[config.mk]
export PLATFORM = sky130hd
export DESIGN_NAME = code_serializer
export DESIGN_NICKNAME = d
export VERILOG_FILES = /design/src/rtl/code_serializer.sv
export SDC_FILE = /design/constraint.sdc
export NUM_CORES = 1
export LEC_CHECK = 0
export ABC_AREA = 0
export CAP_MARGIN = 40
export CORE_MARGIN = 8
export CORE_UTILIZATION = 35
export CTS_CLUSTER_SIZE = 20
export DETAILED_ROUTE_END_ITERATION = 16
export SETUP_SLACK_MARGIN = 0.15
export SYNTH_ARGS = -nofsm -noshare
export SYNTH_HDL_FRONTEND = slang
export SYNTH_SLANG_ARGS = --single-unit
[constraint.sdc]
create_clock -name clk -period 3.4 [get_ports clk]
set_clock_uncertainty 0.05 [all_clocks]
set_input_delay 0.68 -clock clk [delete_from_list [all_inputs] [get_ports clk]]
set_output_delay 0.68 -clock clk [all_outputs]
set_load 0.005 [all_outputs]
[src/rtl/code_serializer.sv]
// code_serializer: shifts a symbol code out MSB-first as an on-off-keyed line, each
// frame followed by an idle gap. Define SER_CARRIER_EN to gate data bits with a carrier.
module code_serializer #(
    parameter int WIDTH        = 8,
    parameter int BIT_CYCLES   = 50000,
    parameter int GAP_BITS     = 8,
    parameter int CARRIER_HALF = 658
) (
    input  logic             clk,
    input  logic             rst_n,
    input  logic [WIDTH-1:0] code,
    output logic             tx_out,
    output logic             busy,
    output logic             frame_done
);

    localparam int CW   = (BIT_CYCLES > 1) ? $clog2(BIT_CYCLES) : 1;
    localparam int MAXB = (WIDTH > GAP_BITS) ? WIDTH : GAP_BITS;
    localparam int IW   = (MAXB > 1) ? $clog2(MAXB) : 1;

    localparam logic [CW-1:0] CNT_LAST     = CW'(BIT_CYCLES - 1);
    localparam logic [CW-1:0] CNT_ONE      = CW'(1);
    localparam logic [IW-1:0] IDX_ONE      = IW'(1);
    localparam logic [IW-1:0] IDX_DATA_TOP = IW'(WIDTH - 1);
    localparam logic [IW-1:0] IDX_GAP_TOP  = IW'((GAP_BITS > 0) ? GAP_BITS - 1 : 0);
    localparam bit            HAS_GAP      = (GAP_BITS > 0);

    // Reject configurations the shifter and counters cannot represent.
    if (WIDTH < 2 || BIT_CYCLES < 1 || GAP_BITS < 0 || CARRIER_HALF < 1) begin : g_param_check
        $error("code_serializer: unsupported parameter set");
    end

    typedef enum logic [1:0] {
        ST_IDLE  = 2'd0,
        ST_SHIFT = 2'd1,
        ST_GAP   = 2'd2
    } state_t;

    state_t           state_r, state_nx_s;
    logic [CW-1:0]    cnt_r, cnt_nx_s;
    logic [IW-1:0]    idx_r, idx_nx_s;
    logic [WIDTH-1:0] shreg_r, shreg_nx_s;
    logic             bit_end_s, idx_zero_s, code_nz_s;
    logic             tx_nx_s, busy_nx_s, done_nx_s;

    assign bit_end_s  = (cnt_r == CNT_LAST);
    assign idx_zero_s = (idx_r == {IW{1'b0}});
    assign code_nz_s  = (code != {WIDTH{1'b0}});

    // State register.
    always_ff @(posedge clk or negedge rst_n) begin
        if (!rst_n) begin
            state_r <= ST_IDLE;
        end else begin
            state_r <= state_nx_s;
        end
    end

    // Next-state decode: a frame ends on the last cycle of the last bit period.
    always_comb begin
        state_nx_s = state_r;
        case (state_r)
            ST_IDLE: begin
                if (code_nz_s) begin
                    state_nx_s = ST_SHIFT;
                end else begin
                    state_nx_s = ST_IDLE;
                end
            end
            ST_SHIFT: begin
                if (bit_end_s && idx_zero_s) begin
                    if (HAS_GAP) begin
                        state_nx_s = ST_GAP;
                    end else begin
                        state_nx_s = ST_IDLE;
                    end
                end else begin
                    state_nx_s = ST_SHIFT;
                end
            end
            ST_GAP: begin
                if (bit_end_s && idx_zero_s) begin
                    state_nx_s = ST_IDLE;
                end else begin
                    state_nx_s = ST_GAP;
                end
            end
            default: state_nx_s = ST_IDLE;
        endcase
    end

    // Datapath next values: bit-period counter, bit/gap index and shift register.
    always_comb begin
        cnt_nx_s   = cnt_r;
        idx_nx_s   = idx_r;
        shreg_nx_s = shreg_r;
        case (state_r)
            ST_IDLE: begin
                cnt_nx_s = {CW{1'b0}};
                if (code_nz_s) begin
                    shreg_nx_s = code;
                    idx_nx_s   = IDX_DATA_TOP;
                end else begin
                    shreg_nx_s = {WIDTH{1'b0}};
                    idx_nx_s   = {IW{1'b0}};
                end
            end
            ST_SHIFT: begin
                if (bit_end_s) begin
                    cnt_nx_s   = {CW{1'b0}};
                    shreg_nx_s = {shreg_r[WIDTH-2:0], 1'b0};
                    if (idx_zero_s) begin
                        idx_nx_s = HAS_GAP ? IDX_GAP_TOP : {IW{1'b0}};
                    end else begin
                        idx_nx_s = idx_r - IDX_ONE;
                    end
                end else begin
                    cnt_nx_s = cnt_r + CNT_ONE;
                end
            end
            ST_GAP: begin
                if (bit_end_s) begin
                    cnt_nx_s = {CW{1'b0}};
                    if (idx_zero_s) begin
                        idx_nx_s = {IW{1'b0}};
                    end else begin
                        idx_nx_s = idx_r - IDX_ONE;
                    end
                end else begin
                    cnt_nx_s = cnt_r + CNT_ONE;
                end
            end
            default: begin
                cnt_nx_s   = {CW{1'b0}};
                idx_nx_s   = {IW{1'b0}};
                shreg_nx_s = {WIDTH{1'b0}};
            end
        endcase
    end

    // Datapath registers.
    always_ff @(posedge clk or negedge rst_n) begin
        if (!rst_n) begin
            cnt_r   <= {CW{1'b0}};
            idx_r   <= {IW{1'b0}};
            shreg_r <= {WIDTH{1'b0}};
        end else begin
            cnt_r   <= cnt_nx_s;
            idx_r   <= idx_nx_s;
            shreg_r <= shreg_nx_s;
        end
    end

`ifdef SER_CARRIER_EN
    localparam int             CHW      = (CARRIER_HALF > 1) ? $clog2(CARRIER_HALF) : 1;
    localparam logic [CHW-1:0] CAR_LAST = CHW'(CARRIER_HALF - 1);
    localparam logic [CHW-1:0] CAR_ONE  = CHW'(1);

    logic [CHW-1:0] car_cnt_r, car_cnt_nx_s;
    logic           car_r, car_nx_s;

    // Carrier next value; preloaded high in IDLE so a frame starts on a high half-period.
    always_comb begin
        car_cnt_nx_s = car_cnt_r;
        car_nx_s     = car_r;
        if (state_r == ST_IDLE) begin
            car_cnt_nx_s = {CHW{1'b0}};
            car_nx_s     = 1'b1;
        end else if (car_cnt_r == CAR_LAST) begin
            car_cnt_nx_s = {CHW{1'b0}};
            car_nx_s     = ~car_r;
        end else begin
            car_cnt_nx_s = car_cnt_r + CAR_ONE;
            car_nx_s     = car_r;
        end
    end

    // Carrier registers.
    always_ff @(posedge clk or negedge rst_n) begin
        if (!rst_n) begin
            car_cnt_r <= {CHW{1'b0}};
            car_r     <= 1'b0;
        end else begin
            car_cnt_r <= car_cnt_nx_s;
            car_r     <= car_nx_s;
        end
    end
`endif

    // Output decode from the upcoming state so the registered outputs align with it.
    always_comb begin
        busy_nx_s = (state_nx_s != ST_IDLE);
        done_nx_s = (state_r != ST_IDLE) && (state_nx_s == ST_IDLE);
`ifdef SER_CARRIER_EN
        tx_nx_s   = (state_nx_s == ST_SHIFT) && shreg_nx_s[WIDTH-1] && car_nx_s;
`else
        tx_nx_s   = (state_nx_s == ST_SHIFT) && shreg_nx_s[WIDTH-1];
`endif
    end

    // Output registers.
    always_ff @(posedge clk or negedge rst_n) begin
        if (!rst_n) begin
            tx_out     <= 1'b0;
            busy       <= 1'b0;
            frame_done <= 1'b0;
        end else begin
            tx_out     <= tx_nx_s;
            busy       <= busy_nx_s;
            frame_done <= done_nx_s;
        end
    end

endmodule

Yosys cells after proc, flatten, opt, wreduce, memory -nomap -nowiden
Index checks and enable logic that the tools add are counted.
{"block": "op_classes", "add_sub_neg": 2, "mul": 0, "n_div": 0, "order_cmp": 0, "n_eq_ne": 6, "shifts": 0, "muxes": 15, "bitwise": 1, "n_reduce_logical": 12}
{"op": "$mux W16", "count": 2}
{"op": "$pmux W8 S3", "count": 1}
{"op": "$add A16 B1 Y16 const B", "count": 1}
{"op": "$eq A16 B16 Y1 const B", "count": 1}
{"op": "$mux W8", "count": 2}
{"op": "$mux W3", "count": 5}
{"op": "$pmux W3 S3", "count": 1}
{"op": "$reduce_bool A8 Y1", "count": 1}
{"op": "$pmux W2 S3", "count": 1}
{"op": "$eq A2 B1 Y1 const B", "count": 2}
{"op": "$logic_not A2 Y1", "count": 2}
{"op": "$mux W2", "count": 2}
{"op": "$ne A2 B2 Y1 const B", "count": 2}
{"op": "$reduce_and A2 Y1", "count": 2}
{"op": "$reduce_bool A2 Y1", "count": 2}
{"op": "$logic_and A1 B1 Y1", "count": 3}
{"op": "$logic_not A3 Y1", "count": 1}
{"op": "$sub A3 B1 Y3 const B", "count": 1}
{"op": "$eq A2 B2 Y1 const B", "count": 1}
{"op": "$reduce_or A2 Y1", "count": 1}
{"op": "$mux W1", "count": 1}
{"op": "$not A1 Y1", "count": 1}
{"block": "word_totals", "register_bits": 32, "latch_bits": 0, "ramBits": 0, "mem_bits_ro": 0, "inputBits": 10, "output_inout_bits": 3, "word_cells": 44, "mem_count": 0}

Logic depth before layout (Yosys ltp)
Gate-level depths: netlist of the first run.
{"block": "depth", "depth_word": 6, "depth_mapped": 7, "mapped_depth_nobuf": 7}

Worst setup path before layout of the first run
Ideal clock, no wire load.
{"block": "synth_timing", "path_type": "in2reg", "startpoint": "input code[4]", "endpoint": "register idx_r[0]", "setup_time_ps": 125, "arrival_time_ps": 1772, "required_time_ps": 3225, "slack_ps": 1454, "path_stages": 4, "path_buffers": 0, "cell_sequence": "or4_1 o21ai_1 a21oi_1 mux2_2"}
{"block": "synth_between", "elab_chain_len": 3}
{"element": "from (decl)", "line": "11", "source": "input logic [WIDTH-1:0] code,"}
{"element": "$reduce_bool A8 Y1", "line": "48", "source": "assign code_nz_s = (code != {WIDTH{1'b0}});"}
{"element": "$mux W3", "line": "100", "source": "if (code_nz_s) begin"}
{"element": "$pmux W3 S3", "line": "97", "source": "case (state_r)"}
{"element": "to (signal assigned)", "line": "145", "source": "idx_r <= {IW{1'b0}};"}
{"element": "to (signal assigned)", "line": "149", "source": "idx_r <= idx_nx_s;"}
{"element": "to (decl)", "line": "41", "source": "logic [IW-1:0] idx_r, idx_nx_s;"}
No other way between the ends.
A chain may end at the register's enable or synchronous reset.

Worst setup path after layout of the first run
Same ends and word-level chain as after synthesis.

==> metrics.cfg, run 1 <==
[run_status]
run_status = complete, no violations

[timing]
layout_min_cycle_time_ps = 2250
timing_worst_slew_pin_value_ps = 661
max_freq_mhz = 445
maxSlewHeadroom = 0.559
setup_viol = 0
report.final.hold_viol_count = 0
grt_setup_unrepaired = no
fin_tns_setup_ps = 0
count_of_pins_over_their_slew_limit = 0
final.period_utilization = 0.661
post-route-worst-setup-slack_ps = 1150
hold-worst-slack_ps = 453

[final_layout]
nets = 203
n_antenna_cell = 0
drive_above_1_share = 0.129
finish.instance_area_um2 = 2000
final_core_util = 0.422
nFillCells = 490
layout-area-overhead-vs-synth_pct = 15.3

[power_and_ir_drop]
netsw_uw = 145
pwr-share-clk = 0.406
worst_ir_drop_vdd_uv = 199
swShare = 0.215
internal_power_uw = 530
total_leakage_power_uw = 0.000873
power.share.combinational = 0.030
power_frac_seq = 0.564
power_density_nw_per_um2 = 337

[cts]
ctsResizeCount = 0
cts_root_buf = clkbuf_8
ctsHoldBuffers = 0
ctsLongestPathBuffers = 2
cts.sinks = 32
post_cts_buffers = 0
cts_tree = done
cts.clk_slew.worst_paths_ps = 70
worstSkewPairLatency_ps = 280
ctsHtreeMaxLevel = 2
cts_inserted_buffers = 5

[min_path]
hold-path-cell-count = 1
hold_class = register to register

[yosys]
synth.distinct_cells = 38
synth_commonest_cells = dfrtp_1, nor2_1, xnor2_1, mux2_2, inv_1
synth.avg_cell_area_um2 = 10.1
synthCells = 172
synthArstFlopShare = 1.00
ys_seq_elements = 32
synth.most_common_cell = dfrtp_1
sequential_cell_area_fraction_in_the_yosys_report = 0.460
synth.area.top_cells = dfrtp_1, mux2_2, nor2_1
netlist.area_leader.share = 0.460
synth.net_count = 189
ys_dominant_reg_cell = dfrtp_1
synth_edf_count = 0
yosys_warnings = 0
synthDominantAreaCellType = dfrtp_1
post_synth_instance_area_um2 = 1740

[floorplan]
die_h_um = 86.5
initial_cell_density_of_the_core = 0.366
placement_rows = 25
floorplan.die_area_um2 = 7480
design.core.area_um2 = 4750
i_o_pin_total = 13
die_x_um = 86.5

[setup_path]
r2r-end = idx_r[2]
timing.critical_path.to_type = register
end_point_of_the_critical_path = idx_r[0]
critical_path.startpoint_type = input port
critical_path.max_fanout = 5
critical_path_required_ps = 3520
reg2reg_slack_ps = 1390
setup.worst_path.start = code[4]
crit_arrival_ps = 2370
r2r.worst_path.cells = 5
critPathKind = input port to register
crit-reg2reg-launch = state_r[1]

[place]
last_weighted_congestion_value_of_the_routability_driven_placer = 0.784
port_buffer_cells = 12
dp_hpwl_um = 2330
dpl_cell_area_um2 = 1930
place_ws_ps = 877

[drt]
dr.first_iter.drc_count = 79
drc = 0
wire_per_inst_um = 13.2
avgViaCountPerCell = 5.07
via_count = 1282
first_pass_iters = 4
ant_nets = 0
drt-total-wl_um = 3330

[global_route]
grt_pass1_vias = 1301
initial_antenna_violation_count = 0
grtUsageTotal = 0.0991
globalRouteOverflowTotal = 0
global_route_wire_length_before_repair_um = 5910
maximum_number_of_pins_on_one_net_before_global_route_repair = 33

[flow_run]
drv.max_cap_violation_count = 0

-- area by class of cell --
cell class / count / area, µm² / share of cell area
flip-flops and latches: 32 / 801 / 0.400
clock buffers: 6 / 72.6 / 0.0362
well taps: 67 / 83.8 / 0.0418
repair buffers: 13 / 128 / 0.0637
multi-input cells: 125 / 881 / 0.439
clock inverters: 1 / 5.00 / 0.00250
inverters: 9 / 33.8 / 0.0169
-- cell usage in the layout, fill, tap and decap left out, types with 3 or more instances in the layout --
cell type        Yosys  routed
a21oi_1              6       6
nor3_1               4       4
o21ai_0              4       4
clkdlybuf4s50_1      0      12
mux2_2              10      10
inv_1                9       9
ha_1                 7       7
nor4_1               3       3
xor2_1               3       3
a22oi_1              8       8
nand2_1              6       6
nand3b_1             3       3
nand3_1              8       8
clkbuf_8             0       5
xnor2_1             11      11
dfrtp_1             32      32
nand4_1              3       3
nor2_1              26      26
-- power by group through the flow --
stage / clock, µW / combinational [µW] / sequential [µW]
after global placement: 0 / 20.8 / 388
after global routing: 294 / 22.7 / 380
after CTS: 279 / 21.0 / 381
final: 274 / 20.3 / 381
after floorplan: 0 / 0.537 / 388
after detailed placement: 0 / 21.1 / 388
-- cell families after synthesis --
group | Yosys count | synth area share
and+or+nand+nor | 68 | 0.217
DFF | 32 | 0.460
AOI/OAI and AO/OA | 26 | 0.104
buffers and inverters | 15 | 0.0331
xor gates and xnor gates | 14 | 0.0705
muxes | 10 | 0.0647
adders and majority gates | 7 | 0.0504
-- worst max-delay path, stage by stage --
cell and delay, ps:
clkdlybuf4s50_1 440, or4_1 540, o21ai_1 330, a21oi_1 110
mux2_2 280
-- routing by layer --
layer	global-route usage	share of wire	vias up
met3	0.0284	0.036	5
met2	0.151	0.46	24
met4	0.0548	0.022	0
met1	0.122	0.48	621
li1	-	-	632
met5	0	0	-
-- registers in the layout, indices dropped and copies added (netlist names) --
| name | count |
|---|---|
| idx_r | 3 |
| state_r | 2 |
| shreg_r | 8 |
| frame_done | 1 |
| cnt_r | 16 |
| busy | 1 |
| tx_out | 1 |
-- per-stage QoR --
step	total power, µW	instances
after detailed placement	409	246
after CTS	680	253
after global routing	697	253
after global placement	409	246
after floorplan	388	172
final	675	253
-- worst min-delay path by stage --
stage,from,endpoint
finish,cnt_r[0],cnt_r[0]
global route,shreg_r[0],shreg_r[0]
detailed placement,cnt_r[0],cnt_r[0]
global placement,cnt_r[0],cnt_r[0]
floorplan,rst_n,busy
CTS,cnt_r[0],cnt_r[0]
(Power assumes the default switching activity.)
==> inputs of run 2 (changes only) <==
==> constraint.sdc (replaced) <==
create_clock -name clk -period 1.88 [get_ports clk]
set_clock_uncertainty 0.05 [all_clocks]
set_input_delay 0.376 -clock clk [delete_from_list [all_inputs] [get_ports clk]]
set_output_delay 0.376 -clock clk [all_outputs]
set_load 0.005 [all_outputs]
==> metrics.cfg, run 2 (synthesis results as in run 1) <==
[global_route]
maximum_number_of_pins_on_one_net_before_global_route_repair = 33  ; unchanged
grtUsageTotal = 0.102  ; +0.00329
initial_antenna_violation_count = 0  ; unchanged
global_route_wire_length_before_repair_um = 6130  ; +3.7%
grt_pass1_vias = 1305  ; +0.31%
globalRouteOverflowTotal = 0  ; unchanged

[timing]
maxSlewHeadroom = 0.724  ; +0.164
max_freq_mhz = 583
fin_tns_setup_ps = 0  ; unchanged
timing_worst_slew_pin_value_ps = 415  ; -247 ps
count_of_pins_over_their_slew_limit = 0  ; unchanged
final.period_utilization = 0.913
report.final.hold_viol_count = 0  ; unchanged
layout_min_cycle_time_ps = 1720
grt_setup_unrepaired = yes
setup_viol = 0  ; unchanged

[final_layout]
drive_above_1_share = 0.280  ; +0.151
area_of_the_multi_input_gates_um2 = 970  ; +10%
largest_register_ffs = 16  ; unchanged
layout_commonest_cell = dfrtp_1
layout-area-overhead-vs-synth_pct = 31.9
register_area_um2 = 802  ; +0.16%
nets = 224  ; +10%
reg_top3 = cnt_r: 16 flops, shreg_r: 8 flops, idx_r: 3 flops
mostFrequentLayoutCells = dfrtp_1, nor2_1, buf_4, xnor2_1
layout.cells.non_filler = 274  ; +8.3%
nFillCells = 478  ; -2.4%
n_antenna_cell = 0  ; unchanged
largest-register = cnt_r

[place]
port_buffer_cells = 12  ; unchanged
dp.cells = 260  ; +5.7%
dp_hpwl_um = 2380  ; +2.1%
last_weighted_congestion_value_of_the_routability_driven_placer = 0.742  ; -5.4%

[floorplan]
floorplan.die_area_um2 = 7480  ; unchanged
placement_rows = 25  ; unchanged
initial_cell_density_of_the_core = 0.366  ; unchanged
i_o_pin_total = 13  ; unchanged
design.core.area_um2 = 4750  ; unchanged
die_x_um = 86.5  ; unchanged
die_h_um = 86.5  ; unchanged

[cts]
ctsHoldBuffers = 0  ; unchanged
worstSkewPairLatency_ps = 280  ; about the same
cts.clk_slew.worst_paths_ps = 70  ; about the same
cts.sinks = 32  ; unchanged
cts_tree = done
ctsHtreeMaxLevel = 2  ; unchanged
cts_root_buf = clkbuf_8
cts_inserted_buffers = 5  ; unchanged
ctsLongestPathBuffers = 2  ; unchanged

[power_and_ir_drop]
power.share.combinational = 0.028  ; -0.002
power_frac_seq = 0.533  ; -0.031
swShare = 0.201  ; -0.0140
power_density_nw_per_um2 = 563  ; +67%
worst_ir_drop_vdd_uv = 344  ; +73%
internal_power_uw = 1030  ; +95%
pwr-share-clk = 0.439  ; +0.033
netsw_uw = 260  ; +79%
total_leakage_power_uw = 0.00102  ; +16%

[drt]
dr.first_iter.drc_count = 99  ; +25%
via_count = 1337  ; +4.3%
drt-total-wl_um = 3690  ; +11%
first_pass_iters = 4  ; unchanged
drc = 0  ; unchanged
avgViaCountPerCell = 4.88  ; -3.7%
wire_per_inst_um = 13.5  ; +2.4%
ant_nets = 0  ; unchanged

[setup_path]
timing.critical_path.to_type = register
critical_path.startpoint_type = register
critical_path.max_fanout = 7  ; +2
r2r.worst_path.cells = 5  ; unchanged
critPathKind = register to register
crit_arrival_ps = 1830  ; -540 ps
critical_path_required_ps = 1990  ; -1530 ps

[run_status]
run_status = complete, no violations

[min_path]
hold_class = input port to async pin

[flow_run]
drv.max_cap_violation_count = 0  ; unchanged

run 2: cell count changes in the layout (fill, tap and decap cells not counted), moves of 6 or more:
cell	before	now
mux2_4	0	7
clkdlybuf4s50_1	12	4
buf_4	1	20
mux2_2	10	3
dlygate4sd2_1	0	6
run 2: worst paths after layout:
path,from,to,slack (ps)
setup / recovery,cnt_r[12],shreg_r[1],160
hold / removal,rst_n,cnt_r[7],440
setup reg to reg,cnt_r[12],shreg_r[1],160
hold reg to reg,shreg_r[1],shreg_r[1],470
max in group asynchronous,rst_n,cnt_r[10],1020
min in group clk,code[0],shreg_r[0],460
run 2: layout make-up:
class	instances	share of cell area
sequential	32	0.350
multi-input combinational	125	0.423
inverter	9	0.0147
tap	67	0.0366
clock buffer	7	0.0420
timing repair buffer	34	0.134
run 2: metal layers:
layer / routed length (µm) / up-vias / track usage / share of wire
met2: 1630 / 20 / 0.151 / 0.44
li1: - / 673 / - / -
met3: 144 / 5 / 0.0340 / 0.039
met4: 52 / 0 / 0.0501 / 0.014
met5: 0 / - / 0 / 0
met1: 1860 / 639 / 0.130 / 0.50
run 2: repair_timing:
action | in CTS | in global routing
gates resized for setup | 14 | 18
pin swaps | 6 | 7
buffers inserted | 5 | 2
setup endpoints to repair | 11 | 15
run 2: power groups by stage:
stage | Sequential [µW] | Combinational [µW] | Clock [µW]
after detailed placement | 701 | 42.4 | 0
final | 689 | 35.8 | 567
after floorplan | 702 | 0.970 | 0
after global placement | 701 | 42.7 | 0
after global routing | 688 | 40.9 | 619
after CTS | 688 | 37.8 | 579
run 2: through the flow:
step / power [µW] / cell area (µm²) / hold slack (ps) / util / setup WS (ps)
floorplan: 703 / 1740 / 30.4 / - / 146
finish: 1290 / 2290 / 442 / 0.482 / 163
CTS: 1310 / 2210 / 453 / 0.466 / 136
detailed placement: 744 / 2050 / 426 / 0.431 / -242
global placement: 744 / 2050 / 420 / 0.431 / -217
global route: 1350 / 2290 / 481 / 0.482 / 86.2
run 2: critical path, cell delays in order, from the launching register on:
cell	delay (ps)
dfrtp_1	410
nor4b_4	330
nand4_2	180
a21oi_4	180
buf_12	150
mux2_4	300
==> inputs of run 3 (changes only) <==
--- a/config.mk
+++ b/config.mk
@@ -7,10 +7,13 @@
 export LEC_CHECK = 0
 export ABC_AREA = 0
 export CAP_MARGIN = 40
+export CELL_PAD_IN_SITES_DETAIL_PLACEMENT = 0
+export CELL_PAD_IN_SITES_GLOBAL_PLACEMENT = 2
 export CORE_MARGIN = 8
-export CORE_UTILIZATION = 35
+export CORE_UTILIZATION = 34
 export CTS_CLUSTER_SIZE = 20
 export DETAILED_ROUTE_END_ITERATION = 16
+export PLACE_DENSITY_LB_ADDON = 0.1
 export SETUP_SLACK_MARGIN = 0.15
 export SYNTH_ARGS = -nofsm -noshare
 export SYNTH_HDL_FRONTEND = slang
==> metrics.cfg, run 3 (synthesis results as in run 1) <==
[run_status]
run_status = complete, no violations

[cts]
cts_tree = done
worstSkewPairLatency_ps = 280  ; about the same
ctsLongestPathBuffers = 2  ; unchanged
cts.clk_slew.worst_paths_ps = 70  ; about the same
cts_root_buf = clkbuf_8
ctsHtreeMaxLevel = 2  ; unchanged
cts_inserted_buffers = 5  ; unchanged
cts.sinks = 32  ; unchanged

[setup_path]
critical_path_required_ps = 1990  ; about the same
crit-reg2reg-launch = cnt_r[7]
cp.buffers_inverters = 1  ; unchanged
timing.critical_path.to_type = register
r2r-end = shreg_r[0]
critical_path.startpoint_type = register
r2r.worst_path.cells = 5  ; unchanged
cp_top_family = simple AND/OR/NAND/NOR gates
critPathKind = register to register
critical_path.max_fanout = 7  ; unchanged
reg2reg_slack_ps = 150  ; about the same
cpPeakStageDelay_ps = 410  ; about the same
crit_arrival_ps = 1840  ; about the same
ordered_cell_list_for_the_critical_path = nor4b_4, nand4_2, a21oi_4, buf_12, mux2_4
cpMaxStageDelayCell = dfrtp_1

[timing]
final.period_utilization = 0.918  ; +0.00468
count_of_pins_over_their_slew_limit = 0  ; unchanged
setup_viol = 0  ; unchanged
layout_min_cycle_time_ps = 1730  ; +8.79 ps
timing_worst_slew_pin_value_ps = 435  ; +20.4 ps
grt_setup_unrepaired = yes
report.final.hold_viol_count = 0  ; unchanged
fin_tns_setup_ps = 0  ; unchanged
maxSlewHeadroom = 0.710  ; -0.0136
max_freq_mhz = 580  ; -0.51%

[min_path]
hold_class = input port to async pin

[final_layout]
n_antenna_cell = 0  ; unchanged
largest_register_ffs = 16  ; unchanged
finish.instance_area_um2 = 2320  ; +0.98%
mostFrequentLayoutCells = dfrtp_1, buf_4, nor2_1, xnor2_1, inv_1
layout.cells.non_filler = 283  ; +3.3%
layout_commonest_cell = dfrtp_1
largest-register = cnt_r
drive_above_1_share = 0.291  ; +0.0109
reg_top3 = cnt_r: 16 flops, shreg_r: 8 flops, idx_r: 3 flops
layout-area-overhead-vs-synth_pct = 33.2
nets = 230  ; +2.7%

[power_and_ir_drop]
total_leakage_power_uw = 0.00103  ; +1.2%
power_density_nw_per_um2 = 564  ; +0.17%
finalPower_uw = 1310  ; +1.1%
worst_ir_drop_vdd_uv = 416  ; +21%

[drt]
drc = 0  ; unchanged
wire_per_inst_um = 14.4  ; +6.9%
avgViaCountPerCell = 4.88  ; about the same
drt-total-wl_um = 4080  ; +10%
dr.first_iter.drc_count = 51  ; -48%
via_count = 1381  ; +3.3%
first_pass_iters = 5  ; +1
ant_nets = 0  ; unchanged

[global_route]
grt_pass1_vias = 1368  ; +4.8%
global_route_wire_length_before_repair_um = 6780  ; +10%
grtUsageTotal = 0.115  ; +0.0128
globalRouteOverflowTotal = 0  ; unchanged
initial_antenna_violation_count = 0  ; unchanged
maximum_number_of_pins_on_one_net_before_global_route_repair = 33  ; unchanged

[floorplan]
die_h_um = 87.5  ; +1.2%
floorplan.die_area_um2 = 7660  ; +2.4%
initial_cell_density_of_the_core = 0.347  ; -0.0186
die_x_um = 87.5  ; +1.2%
placement_rows = 26  ; +4.0%
i_o_pin_total = 13  ; unchanged
design.core.area_um2 = 5010  ; +5.4%

[flow_run]
drv.max_cap_violation_count = 0  ; unchanged

[place]
port_buffer_cells = 12  ; unchanged
dp_hpwl_um = 2840  ; +19%
dp.cells = 272  ; +4.6%
last_weighted_congestion_value_of_the_routability_driven_placer = 0.764  ; +2.9%
dpl_cell_area_um2 = 2120  ; +3.5%

[run 3: cell count changes in the layout (fill, tap and decap cells not counted), moves of 2 or more]
cell / previous run / this run
nor4_2: 3 / 0
dlymetal6s2s_1: 2 / 0
nor4_1: 0 / 3
buf_4: 20 / 26
clkdlybuf4s50_1: 4 / 6
ha_2: 2 / 4
[run 3: routing by layer]
layer  share of wire  wire length [µm]  up-vias  track usage
li1                -                 -      685            -
met1            0.51              2060      665        0.159
met2            0.45              1820       29        0.163
met3           0.040               163        2       0.0330
met4          0.0078                32        0       0.0453
met5               0                 0        -            0
[run 3: worst max-delay path by stage]
stage | startpoint | end | cells after the start
global placement | code[4] | idx_r[2] | 6
finish | cnt_r[7] | shreg_r[0] | 5
global route | cnt_r[7] | shreg_r[0] | 5
floorplan | cnt_r[0] | shreg_r[0] | 5
CTS | cnt_r[11] | shreg_r[0] | 5
detailed placement | code[4] | idx_r[0] | 6
[run 3: power by group]
part           total [µW]  switching, µW  internal (µW)
combinational        39.7           20.4           19.3
sequential            688              0            688
clock                 578            252            326
total                1310            272           1030
[run 3: repair_timing]
item,CTS,global route
resized for setup,19,7
setup buffers,3,1
hold buffers,0,0
pin swaps,6,5
setup endpoints to repair,11,28
[run 3: metrics by stage]
| stage | utilization | hold WS, ps | setup WS [ps] |
|---|---|---|---|
| after floorplan | - | 30.4 | 146 |
| after global placement | 0.423 | 443 | -233 |
| after detailed placement | 0.423 | 446 | -244 |
| after CTS | 0.458 | 450 | 116 |
| after global routing | 0.462 | 474 | 74.5 |
| final | 0.462 | 445 | 155 |
[run 3: area by class of cell]
type                       count  area (µm²)
sequential                    32         802
inverter                       9        33.8
tap                           70        87.6
fill                         501        2690
timing repair buffer          40         348
multi-input combinational    125         948
clock buffer                   7        96.3
